==> src/rtl/acc_result_collect.sv <==
// Result capture for the pipelined accumulator: aligns captures to the early ready flag,
// tags end-of-row results and buffers them in a FWFT FIFO. Optional: PIPE_RESULT_RELU_EN.
module acc_result_collect #(
  parameter int unsigned C_IN      = 13,
  parameter int unsigned C_CNT     = 16,
  parameter int unsigned C_DEPTH_W = 4
) (
  input  logic             I_clk,
  input  logic             I_rst,
  input  logic [C_CNT-1:0] I_row_len,
  input  logic             I_result_rdy_pre4,
  input  logic [C_IN-1:0]  I_result,
  output logic             O_dout_valid,
  input  logic             I_dout_ready,
  output logic [C_IN-1:0]  O_dout,
  output logic             O_dout_last,
  output logic             O_fifo_afull,
  output logic             O_row_done,
  output logic             O_overflow
);

  localparam int unsigned DEPTH    = 2 ** C_DEPTH_W;
  localparam int unsigned OCC_W    = C_DEPTH_W + 1;
  localparam int unsigned AFULL_TH = DEPTH - 5;
  localparam int unsigned PIPE_N   = 4;

  typedef struct packed {
    logic            last;
    logic [C_IN-1:0] data;
  } entry_t;

  logic [PIPE_N-1:0]    flag_q, flag_d;
  logic [C_CNT-1:0]     cnt_q, cnt_d;
  logic [C_DEPTH_W-1:0] wr_ptr_q, wr_ptr_d;
  logic [C_DEPTH_W-1:0] rd_ptr_q, rd_ptr_d;
  logic [OCC_W-1:0]     occ_q, occ_d;
  logic                 row_done_q, row_done_d;
  logic                 overflow_q, overflow_d;
  entry_t               mem_q [DEPTH];

  logic            capture_c;
  logic            last_c;
  logic            full_c;
  logic            empty_c;
  logic            rd_en_c;
  logic            wr_en_c;
  logic [C_IN-1:0] wr_data_c;
  entry_t          wr_entry_c;
  entry_t          head_c;

  assign capture_c = flag_q[PIPE_N-1];
  assign full_c    = (occ_q == OCC_W'(DEPTH));
  assign empty_c   = (occ_q == '0);
  assign rd_en_c   = !empty_c && I_dout_ready;
  assign wr_en_c   = capture_c && (!full_c || rd_en_c);

  // Row lengths of 0 and 1 both mean every result closes a row.
  assign last_c = (I_row_len <= C_CNT'(1)) || (cnt_q == (I_row_len - C_CNT'(1)));

`ifdef PIPE_RESULT_RELU_EN
  assign wr_data_c = I_result[C_IN-1] ? '0 : I_result;
`else
  assign wr_data_c = I_result;
`endif

  assign wr_entry_c.last = last_c;
  assign wr_entry_c.data = wr_data_c;

  // Next-state logic for the flag pipe, row counter, pointers and status flags.
  always_comb begin
    flag_d     = {flag_q[PIPE_N-2:0], I_result_rdy_pre4};
    cnt_d      = cnt_q;
    wr_ptr_d   = wr_ptr_q;
    rd_ptr_d   = rd_ptr_q;
    occ_d      = occ_q;
    row_done_d = 1'b0;
    overflow_d = overflow_q;

    // Counter advances on every capture, dropped or not, to keep rows aligned.
    if (capture_c) begin
      row_done_d = last_c;
      cnt_d      = last_c ? '0 : (cnt_q + C_CNT'(1));
      if (!wr_en_c) begin
        overflow_d = 1'b1;
      end
    end

    if (wr_en_c) begin
      wr_ptr_d = wr_ptr_q + C_DEPTH_W'(1);
    end
    if (rd_en_c) begin
      rd_ptr_d = rd_ptr_q + C_DEPTH_W'(1);
    end

    unique case ({wr_en_c, rd_en_c})
      2'b10:   occ_d = occ_q + OCC_W'(1);
      2'b01:   occ_d = occ_q - OCC_W'(1);
      default: occ_d = occ_q;
    endcase
  end

  always_ff @(posedge I_clk or posedge I_rst) begin
    if (I_rst) begin
      flag_q     <= '0;
      cnt_q      <= '0;
      wr_ptr_q   <= '0;
      rd_ptr_q   <= '0;
      occ_q      <= '0;
      row_done_q <= 1'b0;
      overflow_q <= 1'b0;
    end else begin
      flag_q     <= flag_d;
      cnt_q      <= cnt_d;
      wr_ptr_q   <= wr_ptr_d;
      rd_ptr_q   <= rd_ptr_d;
      occ_q      <= occ_d;
      row_done_q <= row_done_d;
      overflow_q <= overflow_d;
    end
  end

  // Storage needs no reset: contents are only visible through a valid head.
  always_ff @(posedge I_clk) begin
    if (wr_en_c) begin
      mem_q[wr_ptr_q] <= wr_entry_c;
    end
  end

  assign head_c       = mem_q[rd_ptr_q];
  assign O_dout_valid = !empty_c;
  assign O_dout       = head_c.data;
  assign O_dout_last  = !empty_c && head_c.last;
  assign O_fifo_afull = (occ_q >= OCC_W'(AFULL_TH));
  assign O_row_done   = row_done_q;
  assign O_overflow   = overflow_q;

endmodule

==> config.mk <==
export PLATFORM = sky130hd
export DESIGN_NAME = acc_result_collect
export DESIGN_NICKNAME = d
export VERILOG_FILES = /design/src/rtl/acc_result_collect.sv
export SDC_FILE = /design/constraint.sdc
export NUM_CORES = 1
export LEC_CHECK = 0
export BUFFER_PORTS_ARGS = -buffer_cell sky130_fd_sc_hd__buf_2
export CORE_AREA = 3 3 121 181
export CTS_CLUSTER_SIZE = 20
export DETAILED_ROUTE_END_ITERATION = 10
export DIE_AREA = 0 0 124 184
export GPL_ROUTABILITY_DRIVEN = 1
export PLACE_DENSITY = 0.73
export SLEW_MARGIN = 20
export SYNTH_ARGS = -nofsm -noshare
export SYNTH_HDL_FRONTEND = slang
export SYNTH_SLANG_ARGS = --single-unit
==> constraint.sdc <==
create_clock -name I_clk -period 5.1 [get_ports I_clk]
set_input_delay 1.02 -clock I_clk [delete_from_list [all_inputs] [get_ports I_clk]]
set_output_delay 1.02 -clock I_clk [all_outputs]
set_load 0.05 [all_outputs]
==> results.md <==
- Ratio of final minimum period to clock period: 0.783
- Pre-CTS setup slack: 1.49 ns
- Max_cap viols: 0
- TritonCTS clock tree: yes
- Vias per cell: 6.06
- Post-route setup TNS: 0 ns
- Slowest CP cell: dfrtp_4
- Largest cells by area after synthesis: edfxtp_1, mux4_2, dfrtp_1, xnor2_1, ha_1
- I/O Buffers: 50
- Initial DRC count: 519
- Yosys top cell area share: 0.614
- Mapped Cells: 600
- Crit-path max cell delay: 0.66 ns
- # Post-CTS Setup Buffers: 0
- Power, Total: 6.80 mW
- Fin. Hold Viols: 0
- Hold_ws: 0.349 ns
- GPL Wtd Cong: 0.906
- DIE AREA: 22800 sq um
- H-tree levels: 1
- Utilization after layout: 0.595
- Sink Count: 259
- Most numerous cell in the Yosys netlist: edfxtp_1
- Setup WS post-layout: 1.11 ns
- CP Buf/Inv Count: 2
- Synthesized area: 11000 sq um
- Peak supply drop: 0.385 mV
- CTS Buffer Depth: 3
- Die X: 124 um
- DP Cell Count: 895
- Worst min path class: reg -> reg
- CP cell instances: buf_4, mux4_2, mux4_2, buf_2
- Reg clk slew, reported paths: 0.06 ns
- Clk_skew: 0.00650 ns
- Top cell by count, worst path: mux4_2
- Core Area: 20500 sq um
- Pins Over Slew Limit: 0
- Slew Limit Headroom: 0.249
- Final setup viols: 0
- Vias: 5693
- Avg Cell Area, Syn: 18.3 sq um
- CP Data Required Time: 4.08 ns
- ANT cells: 0
- CP Launch Type: flop
- Top cells by count, synth: edfxtp_1, mux4_2, dfrtp_1
- Tot GR Track Use: 0.208
- Pwr per Cell Area: 558 nW/um^2
- Status: finished, final reports clean
- Register area share after synthesis: 0.694
- CTS root buffer: clkbuf_16
- Synthesized Nets: 645
- Initial core utilization: 0.535
- Global-route wire length before repair: 35.1 mm
- Worst path top cell family by delay: multiplexers
- CP endpoint kind: output pin
- Classification of the worst setup path: reg -> out
- DP Area: 11500 sq um
- Final Cell Area: 12200 sq um
- TritonCTS Buffers: 24
- Async S/R FF share, synth: 0.135
- Arrival time worst endpoint: 2.97 ns
- Final nets: 702
- 1st-pass router iterations: 5
- Share of cells above drive strength 1: 0.264
- CTS Hold Bufs: 0
- Routed Wire Length: 22.6 mm
- Cell taking the most area after synthesis: edfxtp_1
- RSZ-0062 raised after global routing: no
- DP Wirelength: 13.6 mm
- CP Max Fanout: 21
- Leak: 4.09 nW
- Worst slew pin tran: 1.13 ns
- Die span in y: 184 um
- Final Critical Period: 3.99 ns
- Layout area overhead: 11.3%
- Fin cells: 939
- Worst-Skew Late Latency: 0.52 ns
- Grt total ovfl: 0
- Detail Route Antenna Nets: 0
- Syn. warnings: 0
- Number of remaining DRC errors: 0
- Flops & latches, synth: 259
- Max frequency: 250 MHz
- Post-synthesis cell type count: 57
- WL per Instance: 24.1 um
- Num rows: 64
- Largest net degree at the start of global routing: 36
- Ports placed on the boundary: 51
- Ys flop type: edfxtp_1
- EDFF count, synth: 224
- Vias in the first global route: 6040
- Resized cells post-CTS: 0
- Antenna violations before repair: 0
[cells in the final DEF (no fill, tap or decap), types with 4 or more instances in the layout]
cell	synthesis	routed
clkinv_2	0	9
edfxtp_1	224	224
nand3_1	5	5
a21o_1	5	5
o21ai_0	5	5
nor2_1	33	33
buf_4	0	6
clkbuf_16	0	25
nand2_1	23	23
clkbuf_1	15	4
nor3_1	6	6
xor2_1	9	9
o221ai_1	4	4
nand4_1	8	8
inv_1	18	18
o211ai_1	4	4
mux4_2	70	70
and2_1	20	20
nor4_1	6	6
ha_1	11	11
xnor2_1	32	32
a21oi_1	9	9
buf_2	5	50
dfrtp_1	35	33
[cell type report]
type,instances,area [sq um]
clock buffer,29,641
clock inverter,15,82.6
fill,1533,8300
inverter,18,67.6
multi-input combinational,298,3180
sequential,259,7610
tap,264,330
timing repair buffer,56,295
[worst paths after layout]
path,start,to,slack (ns),cells past startpoint
setup reg to reg,occ_q[1],occ_q[4],1.77,10
hold / removal,flag_q[0],flag_q[1],0.35,0
max in group asynchronous,I_rst,rd_ptr_q[0],4.16,3
setup / recovery,rd_ptr_q[0],O_dout[6],1.11,4
hold reg to reg,flag_q[0],flag_q[1],0.35,0
min in group asynchronous,I_rst,occ_q[2],0.59,3
[registers in the layout, indices dropped and copies added (netlist names)]
| register | flops |
|---|---|
| mem_q | 224 |
| cnt_q | 16 |
| occ_q | 5 |
| flag_q | 4 |
| rd_ptr_q | 4 |
| wr_ptr_q | 4 |
| O_overflow | 1 |
| O_row_done | 1 |
[per-layer routing]
metal  share of wire  track usage
met4           0.030       0.0746
met3           0.045       0.0225
met2            0.55        0.372
met1            0.37        0.262
met5               0            0
[cells by family (layout without fill, tap and decap cells)]
logic type | count (synthesis) | count (layout) | synth area share
flip-flops | 259 | 259 | 0.694
AND/OR/NAND/NOR | 123 | 123 | 0.0613
multiplexers | 73 | 73 | 0.147
AO/OA/AOI/OAI | 49 | 49 | 0.0346
buffers and inverters | 43 | 118 | 0.0167
XOR/XNOR | 41 | 41 | 0.0328
adder cells (fa/ha/maj) | 12 | 12 | 0.0144
[report_power, final]
part / total (mW) / switching, mW / leakage, nW / internal, mW
logic: 2.23 / 1.27 / 1.31 / 0.960
registers: 2.92 / 0.317 / 2.42 / 2.60
clock network: 1.66 / 0.755 / 0.359 / 0.901
No activity file was read; power rests on OpenSTA's default activity.
